===== src/rtl/riscv_if_axil_fetch.sv =====
`default_nettype none
// ============================================================================
// Module   : riscv_if_axil_fetch
// Brief    : Single-outstanding instruction fetch unit that reads aligned
//            words over an AXI-Lite read channel and delivers one 32-bit
//            instruction per request, with flush and misalignment handling.
// Revision : 1.0 - initial release
// ============================================================================
module riscv_if_axil_fetch #(
    parameter int ADDR_WIDTH = 64,
    parameter int DATA_WIDTH = 64
) (
    input  logic                  clk,
    input  logic                  nreset,
    input  logic                  enable,
    input  logic                  i_read_instr,
    input  logic [ADDR_WIDTH-1:0] i_pc,
    input  logic                  i_flush,
    output logic [31:0]           o_instr,
    output logic                  o_instr_valid,
    output logic [ADDR_WIDTH-1:0] o_instr_pc,
    output logic                  o_fetch_err,
    output logic                  o_busy,
    output logic [ADDR_WIDTH-1:0] m_axil_araddr,
    output logic [2:0]            m_axil_arprot,
    output logic                  m_axil_arvalid,
    input  logic                  m_axil_arready,
    input  logic [DATA_WIDTH-1:0] m_axil_rdata,
    input  logic [1:0]            m_axil_rresp,
    input  logic                  m_axil_rvalid,
    output logic                  m_axil_rready
);

    // Byte-offset bits stripped from the bus address (2 for 32-bit, 3 for 64-bit)
    localparam int c_OFF = $clog2(DATA_WIDTH / 8);
    localparam logic [ADDR_WIDTH-1:0] c_ADDR_MASK = {{(ADDR_WIDTH - c_OFF){1'b1}}, {c_OFF{1'b0}}};

    localparam logic [1:0] c_IDLE = 2'd0;
    localparam logic [1:0] c_ADDR = 2'd1;
    localparam logic [1:0] c_DATA = 2'd2;
    localparam logic [1:0] c_ERR  = 2'd3;

    logic [1:0]            r_state;
    logic [1:0]            w_next;
    logic [ADDR_WIDTH-1:0] r_pc;
    logic [ADDR_WIDTH-1:0] r_araddr;
    logic                  r_kill;
    logic [31:0]           r_instr;
    logic                  r_valid;
    logic                  r_err;
    logic [ADDR_WIDTH-1:0] r_instr_pc;
    logic [31:0]           w_word;
    logic                  w_accept;
    logic                  w_misaligned;
    logic                  w_ar_hs;
    logic                  w_r_hs;
    logic                  w_drop;
    logic                  w_unused_rresp0;

    assign w_accept        = (r_state == c_IDLE) && enable && i_read_instr && !i_flush;
    assign w_misaligned    = |i_pc[1:0];
    assign w_ar_hs         = (r_state == c_ADDR) && m_axil_arready;
    assign w_r_hs          = (r_state == c_DATA) && m_axil_rvalid;
    // A flush arriving in the same cycle as the response still kills it
    assign w_drop          = r_kill || i_flush;
    // Only the error bit of the response matters; OKAY vs EXOKAY is irrelevant
    assign w_unused_rresp0 = m_axil_rresp[0];

    // Pick the 32-bit instruction out of the bus beat
    generate
        if (DATA_WIDTH == 64) begin : g_sel64
            assign w_word = r_pc[2] ? m_axil_rdata[DATA_WIDTH-1:32] : m_axil_rdata[31:0];
        end else begin : g_sel32
            assign w_word = m_axil_rdata[31:0];
        end
    endgenerate

    // State register
    always_ff @(posedge clk or negedge nreset) begin
        if (!nreset) begin
            r_state <= c_IDLE;
        end else begin
            r_state <= w_next;
        end
    end

    // Next-state logic
    always_comb begin
        w_next = r_state;
        case (r_state)
            c_IDLE: if (w_accept) w_next = w_misaligned ? c_ERR : c_ADDR;
            c_ADDR: if (m_axil_arready) w_next = c_DATA;
            c_DATA: if (m_axil_rvalid) w_next = c_IDLE;
            c_ERR:  w_next = c_IDLE;
            default: w_next = c_IDLE;
        endcase
    end

    // Bus handshake and busy outputs decoded from the current state
    always_comb begin
        m_axil_arvalid = 1'b0;
        m_axil_rready  = 1'b0;
        o_busy         = 1'b0;
        case (r_state)
            c_ADDR: begin
                m_axil_arvalid = 1'b1;
                o_busy         = 1'b1;
            end
            c_DATA: begin
                m_axil_rready  = 1'b1;
                o_busy         = 1'b1;
            end
            c_ERR:  o_busy     = 1'b1;
            default: ;
        endcase
    end

    // Request capture and kill flag
    always_ff @(posedge clk or negedge nreset) begin
        if (!nreset) begin
            r_pc     <= '0;
            r_araddr <= '0;
            r_kill   <= 1'b0;
        end else begin
            if (w_accept) begin
                r_pc     <= i_pc;
                r_araddr <= i_pc & c_ADDR_MASK;
            end
            if (w_next == c_IDLE) begin
                r_kill <= 1'b0;
            end else if (((r_state == c_ADDR) || (r_state == c_DATA)) && i_flush) begin
                r_kill <= 1'b1;
            end
        end
    end

    // Registered delivery of the fetched instruction or the misalignment error
    always_ff @(posedge clk or negedge nreset) begin
        if (!nreset) begin
            r_instr    <= '0;
            r_valid    <= 1'b0;
            r_err      <= 1'b0;
            r_instr_pc <= '0;
        end else begin
            r_valid <= 1'b0;
            if (w_r_hs) begin
                if (!w_drop) begin
                    r_valid    <= 1'b1;
                    r_instr    <= w_word;
                    r_err      <= m_axil_rresp[1];
                    r_instr_pc <= r_pc;
                end
            end else if ((r_state == c_ERR) && !i_flush) begin
                r_valid    <= 1'b1;
                r_instr    <= '0;
                r_err      <= 1'b1;
                r_instr_pc <= r_pc;
            end
        end
    end

    assign o_instr       = r_instr;
    assign o_instr_valid = r_valid;
    assign o_fetch_err   = r_err;
    assign o_instr_pc    = r_instr_pc;
    assign m_axil_araddr = r_araddr;
    assign m_axil_arprot = 3'b100;

    // w_ar_hs documents the address handshake; the FSM uses arready directly in ADDR
    logic w_unused_ar_hs;
    assign w_unused_ar_hs = w_ar_hs;

endmodule
`default_nettype wire


===== config.mk =====
export PLATFORM = sky130hd
export DESIGN_NAME = riscv_if_axil_fetch
export DESIGN_NICKNAME = d
export VERILOG_FILES = /design/src/rtl/riscv_if_axil_fetch.sv
export SDC_FILE = /design/constraint.sdc
export NUM_CORES = 1
export LEC_CHECK = 0
export ABC_AREA = 1
export BUFFER_PORTS_ARGS = -buffer_cell sky130_fd_sc_hd__buf_2
export CORE_MARGIN = 2
export CORE_UTILIZATION = 45
export CTS_BUF_LIST = sky130_fd_sc_hd__clkbuf_8
export DETAILED_ROUTE_END_ITERATION = 6
export PLACE_DENSITY = 0.81
export RECOVER_POWER = 100
export REMOVE_ABC_BUFFERS = 1
export SYNTH_ARGS = -nofsm -noshare
export SYNTH_HDL_FRONTEND = slang
export SYNTH_SLANG_ARGS = --single-unit

===== constraint.sdc =====
create_clock -name clk -period 3 [get_ports clk]
set_input_delay 0.15 -clock clk [delete_from_list [all_inputs] [get_ports clk]]
set_output_delay 0.15 -clock clk [all_outputs]
set_load 0.02 [all_outputs]

==> impl_metrics.yaml, run 1 <==
layout:
  fin_nets: 1198
  drive_above_1_share: 0.213
  area_growth_pct: 26.5
  finalNonFillerCells: 1285
  n_antenna_cell: 0
logic_synthesis:
  synth_seq_cells: 165
  synth_edf_count: 0
  ys_async_sr_fraction: 1.00
  synth_area_leader_cell: "dfrtp_1"
  ys.flop_type: "dfrtp_1"
  syn_inst: 769
  synth_area_leaders: "dfrtp_1 56%, nand2_1 8.9%, mux2_2 8.5%"
  yosysUniqueCellTypes: 19
  synth_area_um2: 7420
  netlist_top_cells_count: "175 x nand2_1, 165 x dfrtp_1, 108 x inv_1"
  yosysSeqAreaShare: 0.556
  postSynthAreaPerCell_um2: 9.65
  yosysMostFrequentCell: "nand2_1"
  yosysTopAreaCellShare: 0.556
  yosys_warnings: 0
floorplanning:
  fp-row-count: 46
  ios: 305
  start_util: 0.464
  die_height_um: 132
  core_area_um2: 16000
  dieArea_um2: 17500
  die_w_um: 132
global_routing:
  use_met2: 0.365
  antenna_found_initial: 0
  grt_max_degree: 163
  grt_pass1_vias: 6077
  grt_overflow_total: 0
  busiest_layer: "met2"
  use_met3: 0.0615
  grt_use_met1: 0.250
  grt_pass1_wl_mm: 30.0
  grt_usage: 0.215
power_and_ir_drop:
  power_frac_comb: 0.421
  netSwitchingPower_w: 0.00447
  intPower_w: 0.00525
  switching_share: 0.460
  ir_drop_v: 0.000612
  seq_power_share: 0.410
  power_density_nw_per_um2: 1040
  p_clk_frac: 0.168
  leakage_nw: 4.44
sta:
  hold_viol: 0
  drv_slew: 31
  skew_ps: 16.5
  slew_headroom: -0.0755
  setup_violations: 0
  rsz0062_at_grt: "false"
  tightest_slew_ps: 1610
  period_needed_ps: 2160
  fmax_mhz: 462
  hold_slack_ps: 36.8
  period_share: 0.721
detailed_routing:
  vias: 5976
  avgRoutedWirePerCell_um: 14.7
  drt_iter0_markers: 262
  viasPerCell: 4.65
  dr.pass1.iters: 5
  drc_errors: 0
  detail_route.wirelength_mm: 18.8
  antenna_left: 0
clock_tree:
  clockRootBuffer: "clkbuf_8"
  cts_max_level: 4
  path_clk_slew_ps: 100
  cts_sinks: 165
  clockBufferDepth: 2
  cts_buffers: 17
  cts_tree: "done"
  clock_latency_ps: 450
worst_setup_path:
  worstPathRequired_ps: 3360
  crit_slowest_cell: "buf_12"
  setup.worst_path.start: "r_state[0]"
  crit_type: "reg -> reg"
  reg2reg_from: "r_state[0]"
  path_cells: "inv_1 -> ha_1 -> nand2_1 -> o21ai_0 -> buf_12 -> nand2_1 -> o21ai_0"
  cpPeakStageDelay_ps: 470
  end_kind: "flip-flop"
  crit_path_start_kind: "flip-flop"
  cp_max_fo: 162
  arrival_ps: 2530
placement:
  place_congestion: 0.774
  dp_hpwl_mm: 12.0
  dp.cells: 1187
  port_buffers: 297
flow_run:
  max_cap_violations: 1
worst_hold_path:
  hold_path.startpoint: "i_flush"
  hp-class: "in -> reg"
outcome:
  outcome: "finished with violations"
  violations: "max-capacitance violations, max-slew violations"
==> stage by stage <==
step / setup TNS, ps / power, W / worst slack (ps) / utilization / area, um^2
4_1_cts: 0 / 0.0101 / 860 / 0.601 / 9620
3_5_place_dp: 0 / 0.00837 / 867 / 0.534 / 8550
6_report: 0 / 0.00972 / 836 / 0.587 / 9390
2_1_floorplan: -223580 / 0.00667 / -2430 / - / 6700
5_1_grt: 0 / 0.0103 / 547 / 0.587 / 9390
3_3_place_gp: 0 / 0.00820 / 921 / 0.534 / 8550
==> repair_timing <==
action                                  4_1_cts  5_1_grt
hold buffers                                 66        0
endpoints found under the setup margin        0        0
endpoints found under the hold margin       108        0
resized for setup                             0        0
setup buffers                                 0        0
==> path summary, 6_finish.rpt <==
check / to / slack (ps) / cells after the start
setup / recovery: o_instr_pc[9] / 840 / 7
hold / removal: r_kill / 40 / 5
setup reg to reg: o_instr_pc[9] / 840 / 7
hold reg to reg: o_instr_pc[1] / 500 / 2
max in group asynchronous: o_instr[27] / 950 / 3
min in group asynchronous: r_pc[28] / 180 / 2
==> power groups by stage <==
| stage | Combinational [W] | Sequential, W | Clock, W |
|---|---|---|---|
| after floorplan | 0.00146 | 0.00522 | 0 |
| after detailed placement | 0.00441 | 0.00396 | 0 |
| after global routing | 0.00445 | 0.00412 | 0.00177 |
| after CTS | 0.00448 | 0.00393 | 0.00167 |
| final | 0.00409 | 0.00399 | 0.00164 |
| after global placement | 0.00429 | 0.00391 | 0 |
==> critical path, delay by kind of cell, from the launching register on <==
kind | cells | cell delay (ps)
AND/OR/NAND/NOR | 2 | 250
AO/OA/AOI/OAI | 2 | 500
flip-flops | 1 | 410
adder cells (fa/ha/maj) | 1 | 210
buffers and inverters | 2 | 600
==> sequential cells by signal, summed over array words and instances (netlist names) <==
signal and count:
o_instr_pc 64, r_pc 64, o_instr 32, r_state 2, o_fetch_err 1, o_instr_valid 1, r_kill 1
==> cells in the final DEF (no fill, tap or decap) <==
cell           count
dlygate4sd3_1     66
a21oi_1           37
nand2_4            1
inv_6              3
clkbuf_8          18
buf_6              1
clkinv_4           1
buf_2            134
ha_1               5
buf_12             1
conb_1             6
clkinvlp_4         2
clkinv_8           1
o21ai_0           92
inv_1            108
nor2_1             8
buf_4              3
nand3_1            5
clkinv_2           1
bufinv_16          1
dfrtp_1          165
clkbuf_4           1
mux2_2            55
o21ai_1            3
clkinv_1           1
inv_8              5
mux2_1             7
nand2_1          175
clkbuf_1         163
==> layer usage <==
metal	wire length [um]	vias up
met2	9230	281
met1	7570	2750
li1	-	2899
met4	579	0
met5	0	-
met3	1470	46
==> area by class of cell <==
class	count	area, um^2
multi-input combinational	394	2170
timing repair buffer	369	2000
inverter	109	409
sequential	165	4130
clock inverter	14	158
fill	1417	6620
clock buffer	18	248
tap	216	270
==> cells by family (layout without fill, tap and decap cells) <==
group,Yosys count,after routing,synth area share
mux,62,62,0.0941
flops,165,165,0.556
other cells,2,6,0.00101
compound gates,132,132,0.0895
fa+ha+maj,5,5,0.00843
buf+inv,214,510,0.154
simple gates,189,189,0.0968
Note: power is estimated with default switching activity, not from simulation.
==> run 2: changes to the inputs <==
ABC_AREA = 0   (was 1)
PLACE_DENSITY = 0.82   (was 0.81)
clock period = 2.1 ns   (was 3 ns; I/O delays follow)
==> run 2 against run 1 <==
  * The run now ends clean
  * Die area fell by 2.8%
  * Maximum frequency is 5.1% higher
  * Register-to-register slack lost 790 ps
  * Flip-flop and latch count did not move
  * Critical endpoint is now r_kill
  * Highest routed layer unchanged
==> impl_metrics.yaml, run 2 <==
layout:
  n_antenna_cell: 0
  final_area_um2: 9790
  drive_above_1_share: 0.248
  area_growth_pct: 35.9
  most-common-layout-cells: "228 x nand2_1, 164 x dfrtp_1, 162 x clkbuf_1"
  final_common_cell: "nand2_1"
  fin_nets: 1142
clock_tree:
  clockRootBuffer: "clkbuf_8"
  clockBufferDepth: 2
  cts_buffers: 17
  cts_tree: "done"
  clock_latency_ps: 460
  cts_sinks: 165
  path_clk_slew_ps: 100
  cts.repair.resized: 0
  cts_max_level: 4
worst_setup_path:
  rr_endpoint: "r_kill"
  crit_type: "reg -> reg"
  reg2reg_from: "r_state[0]"
  crit_path_start_kind: "flip-flop"
  end_kind: "flip-flop"
  reg2regPathDepth: 7
  arrival_ps: 2450
  cp_max_fo: 24
  reg2reg_slack_ps: 40
  worstPathRequired_ps: 2490
detailed_routing:
  detail_route.wirelength_mm: 20.3
  antenna_left: 0
  avgRoutedWirePerCell_um: 16.5
  drc_errors: 0
  viasPerCell: 4.83
  vias: 5931
  dr.pass1.iters: 4
  drt_iter0_markers: 275
sta:
  drv_slew: 0
  fmax_mhz: 486
  tightest_slew_ps: 1300
  period_share: 0.980
  slew_headroom: 0.135
  skew_ps: 14.7
  setup_violations: 0
  rsz0062_at_grt: "false"
  hold_slack_ps: 19.6
  period_needed_ps: 2060
  hold_viol: 0
global_routing:
  grt_usage: 0.234
  antenna_found_initial: 0
  grt_max_degree: 71
  grt_pass1_wl_mm: 30.5
  grt_overflow_total: 0
  grt_pass1_vias: 6092
  busiest_layer: "met2"
  use_met3: 0.0835
  grt_use_met1: 0.260
  use_met2: 0.414
logic_synthesis:
  ys.flop_type: "dfrtp_1"
  yosysTopAreaCellShare: 0.573
  syn_inst: 649
  synth_area_leaders: "dfrtp_1 57%, nand2_1 12%, mux2_2 10%"
  postSynthAreaPerCell_um2: 11.1
  synth_seq_cells: 165
  yosysSeqAreaShare: 0.573
  synth_edf_count: 0
  ys_async_sr_fraction: 1.00
  synth_area_leader_cell: "dfrtp_1"
  yosysMostFrequentCell: "nand2_1"
  yosys_warnings: 0
  synth_area_um2: 7200
  yosysUniqueCellTypes: 25
  netlist_top_cells_count: "228 x nand2_1, 165 x dfrtp_1, 69 x buf_4"
power_and_ir_drop:
  netSwitchingPower_w: 0.00624
  intPower_w: 0.00764
  power_frac_comb: 0.439
  ir_drop_v: 0.000839
  p_clk_frac: 0.160
  switching_share: 0.450
  seq_power_share: 0.401
  power_density_nw_per_um2: 1420
  leakage_nw: 4.78
worst_hold_path:
  hp-class: "in -> reg"
  hold_path.startpoint: "m_axil_rdata[9]"
  whs_endpoint: "o_instr[9]"
  holdPathStages: 3
placement:
  dp_hpwl_mm: 12.5
  place_congestion: 0.759
  dpl_cell_area_um2: 8500
  port_buffers: 297
floorplanning:
  die_w_um: 131
  ios: 305
  core_area_um2: 15800
  fp-row-count: 46
  start_util: 0.457
  dieArea_um2: 17000
  die_height_um: 131
outcome:
  outcome: "finished, final reports clean"
flow_run:
  max_cap_violations: 0
## run 2: cell types whose count changed in the layout (fill, tap and decap cells not counted), sizes merged, moves of 8 or more
cell,previous run,this run
a21oi,37,2
dlygate4sd3,66,119
inv,116,12
mux2i,0,32
nand2,176,228
nor2,8,0
o21ai,95,2
o31ai,0,33
## run 2: power groups by stage
| stage | combinational, W | sequential [W] | clock, W |
|---|---|---|---|
| after floorplan | 0.00200 | 0.00724 | 0 |
| after global placement | 0.00597 | 0.00546 | 0 |
| after detailed placement | 0.00613 | 0.00551 | 0 |
| after CTS | 0.00647 | 0.00548 | 0.00229 |
| after global routing | 0.00657 | 0.00572 | 0.00242 |
| final | 0.00610 | 0.00556 | 0.00222 |
## run 2: through the flow
stage               setup slack (ps)  power [W]  std cells  utilization  setup TNS (ps)
detailed placement              85.7     0.0116       1077        0.539               0
global placement                 261     0.0114       1077        0.539               0
global route                    1.83     0.0147       1229        0.621               0
finish                          41.7     0.0139       1229        0.621               0
CTS                             57.0     0.0142       1227        0.638               0
floorplan                      -3200    0.00924        551            -         -368870
## run 2: layout make-up
class                           instances  area, um^2
Inverter                                4        15.0
Fill cell                            1291        5980
Sequential cell                       165        4130
Clock buffer                           18         248
Timing Repair Buffer                  430        2650
Tap cell                              216         270
Multi-Input combinational cell        382        2340
Clock inverter                         14         135
## run 2: routing by layer
| layer | part of all wire | routed length [um] |
|---|---|---|
| met5 | 0 | 0 |
| met4 | 0.028 | 558 |
| met1 | 0.38 | 7800 |
| met2 | 0.51 | 10200 |
| met3 | 0.083 | 1680 |
## run 2: repair_timing
action / 4_1_cts / 5_1_grt
hold endpoints to repair: 139 / 1
endpoints found under the setup margin: 0 / 1
hold buffers: 118 / 1
setup buffers: 0 / 1
## run 2: worst max-delay path by stage
stage                           from     endpoint  slack, ps  cells past startpoint
final                     r_state[0]       r_kill         40                      7
after floorplan           r_state[0]  o_fetch_err      -3200                      7
after detailed placement  r_state[1]       r_kill         90                      7
after global routing      r_state[0]     r_pc[38]          2                      6
after global placement    r_state[0]       r_kill        260                      7
after CTS                 r_state[0]       r_kill         60                      7
## run 2: kinds of logic (layout without fill, tap and decap cells)
kind of cell / count (synthesis) / after routing / share of synthesized area
other: 2 / 6 / 0.00104
AOI/OAI and AO/OA: 41 / 41 / 0.0514
muxes: 96 / 96 / 0.144
buffers and inverters: 106 / 466 / 0.0971
and+or+nand+nor: 234 / 234 / 0.124
adders and majority gates: 5 / 5 / 0.00868
DFF: 165 / 165 / 0.573
## run 2: worst max-delay path, cell delays in order (launching register included)
cell and delay (ps):
dfrtp_1 440, inv_1 130, ha_1 290, nand4b_1 230, buf_12 210, nor3_1 80
a311oi_1 410, o21ba_2 190
==> run 3: changes to the inputs <==
CORE_UTILIZATION = 50   (was 45)
PLACE_DENSITY = 0.89   (was 0.82)
==> run 3 against run 2 <==
  * Combinational power decreased by 2%
  * Largest power group unchanged
  * Non-clock buffer count shrank 9
  * Sequential share of layout area rose by 0.34 points
  * Clock power is 7% higher
  * Clock skew shrank 1.3 ps
  * Power up 0.78%
  * Maximum frequency increased by 4.1%
  * Worst setup slack better by 81 ps
  * Critical path depth did not move
  * Die area decreased by 9.7%
  * Critical path type unchanged
==> impl_metrics.yaml, run 3 (synthesis results as in run 2) <==
detailed_routing:
  detail_route.wirelength_mm: 20.6
  antenna_left: 0
  drc_errors: 0
  vias: 6018
  viasPerCell: 5.08
  dr.pass1.iters: 6
  drt_iter0_markers: 274
  avgRoutedWirePerCell_um: 17.4
clock_tree:
  clockBufferDepth: 2
  clockRootBuffer: "clkbuf_8"
  clock_latency_ps: 440
  cts_tree: "done"
  cts_sinks: 165
  cts_max_level: 4
  path_clk_slew_ps: 90
  cts_buffers: 17
global_routing:
  grt_overflow_total: 0
  grt_pass1_vias: 6102
  grt_max_degree: 69
  antenna_found_initial: 1
  grt_pass1_wl_mm: 30.6
  grt_usage: 0.264
placement:
  dpl_cell_area_um2: 8430
  dp_hpwl_mm: 12.1
  post-place-ws_ps: 82.6
  place_congestion: 0.826
  dp.cells: 1040
  port_buffers: 297
layout:
  final_area_um2: 9710
  drive_above_1_share: 0.250
  most-common-layout-cells: "228 x nand2_1, 164 x dfrtp_1, 162 x clkbuf_1"
  fill_cells: 1036
  fin_nets: 1133
  final_common_cell: "nand2_1"
  finalNonFillerCells: 1185
  area_growth_pct: 34.8
floorplanning:
  start_util: 0.515
  ios: 305
  core_area_um2: 14000
  die_height_um: 124
  dieArea_um2: 15400
  fp-row-count: 43
  die_w_um: 124
worst_setup_path:
  cp_max_fo: 30
  cpPeakStageDelay_ps: 440
  crit_slowest_cell: "dfrtp_1"
  worstPathRequired_ps: 2430
  cpMostUsedCell: "nand2_1"
  path_cells: "inv_1 -> ha_1 -> a21oi_1 -> a311o_2 -> clkbuf_4 -> nand2_1 -> nand2_1"
  crit_path_start_kind: "flip-flop"
  end_kind: "flip-flop"
  crit_type: "reg -> reg"
  arrival_ps: 2300
power_and_ir_drop:
  design_power_total_w: 0.0140
  ir_drop_v: 0.000813
  power_density_nw_per_um2: 1440
  leakage_nw: 4.77
sta:
  rsz0062_at_grt: "false"
  setup_slack_ps: 122
  period_share: 0.942
  setup_violations: 0
  drv_slew: 0
  period_needed_ps: 1980
  fmax_mhz: 506
  skew_ps: 13.5
  hold_viol: 0
  slew_headroom: 0.0930
  tightest_slew_ps: 1360
outcome:
  outcome: "finished, final reports clean"
worst_hold_path:
  hp-class: "in -> reg"
flow_run:
  max_cap_violations: 0
run 3: cell count changes in the layout (fill, tap and decap cells not counted), sizes merged:
cell,change
dlygate4sd3,-8
clkinvlp,-3
diode,+1
buf,-1
clkbuf,+4
bufinv,+2
clkinv,+2
inv,-5
run 3: metrics by stage:
| step | hold slack (ps) | util | TNS, ps |
|---|---|---|---|
| after CTS | 0.178 | 0.712 | 0 |
| after detailed placement | 98.6 | 0.603 | 0 |
| final | 10.2 | 0.694 | 0 |
| after floorplan | -191 | - | -368870 |
| after global routing | 22.5 | 0.694 | 0 |
| after global placement | 89.8 | 0.603 | 0 |
run 3: final cells by class:
type                            count  area (um^2)  share of cell area
Clock buffer                       22          303              0.0312
Clock inverter                     10          120              0.0124
Multi-Input combinational cell    382         2350               0.242
Antenna cell                        1         2.50            0.000258
Inverter                            4         15.0             0.00155
Tap cell                          180          225              0.0232
Sequential cell                   165         4130               0.425
Timing Repair Buffer              421         2560               0.264
run 3: power by group:
group / switching, W / internal, W
combinational: 0.00390 / 0.00208
clock: 0.00116 / 0.00122
sequential: 0.00103 / 0.00459
run 3: worst max-delay path, delay by kind of cell, from the launching register on:
family	cells	cell delay, ps
fa+ha+maj	1	250
simple gates	2	220
buf+inv	2	470
compound gates	2	470
flops	1	440
run 3: timing repair:
action	in CTS	in global routing
setup buffers	0	1
hold buffers	110	1
gates resized for setup	0	2
hold endpoints to repair	140	1
setup endpoints to repair	0	92
run 3: final timing paths:
path	to	depth (start not counted)	slack, ps	from
max	o_instr_pc[43]	7	120	r_state[0]
min	o_instr[7]	3	10	m_axil_rdata[7]
max reg2reg	o_instr_pc[43]	7	120	r_state[0]
min reg2reg	o_instr_pc[56]	2	480	o_instr_pc[56]
max in group asynchronous	o_instr_pc[11]	3	460	nreset
min in group asynchronous	o_instr[25]	2	480	nreset
run 3: per-layer routing:
layer	share of wire	routed length, um	global-route usage
met4	0.051	1050	0.169
met2	0.51	10500	0.461
met1	0.36	7420	0.282
met5	0	0	0
met3	0.077	1600	0.0723
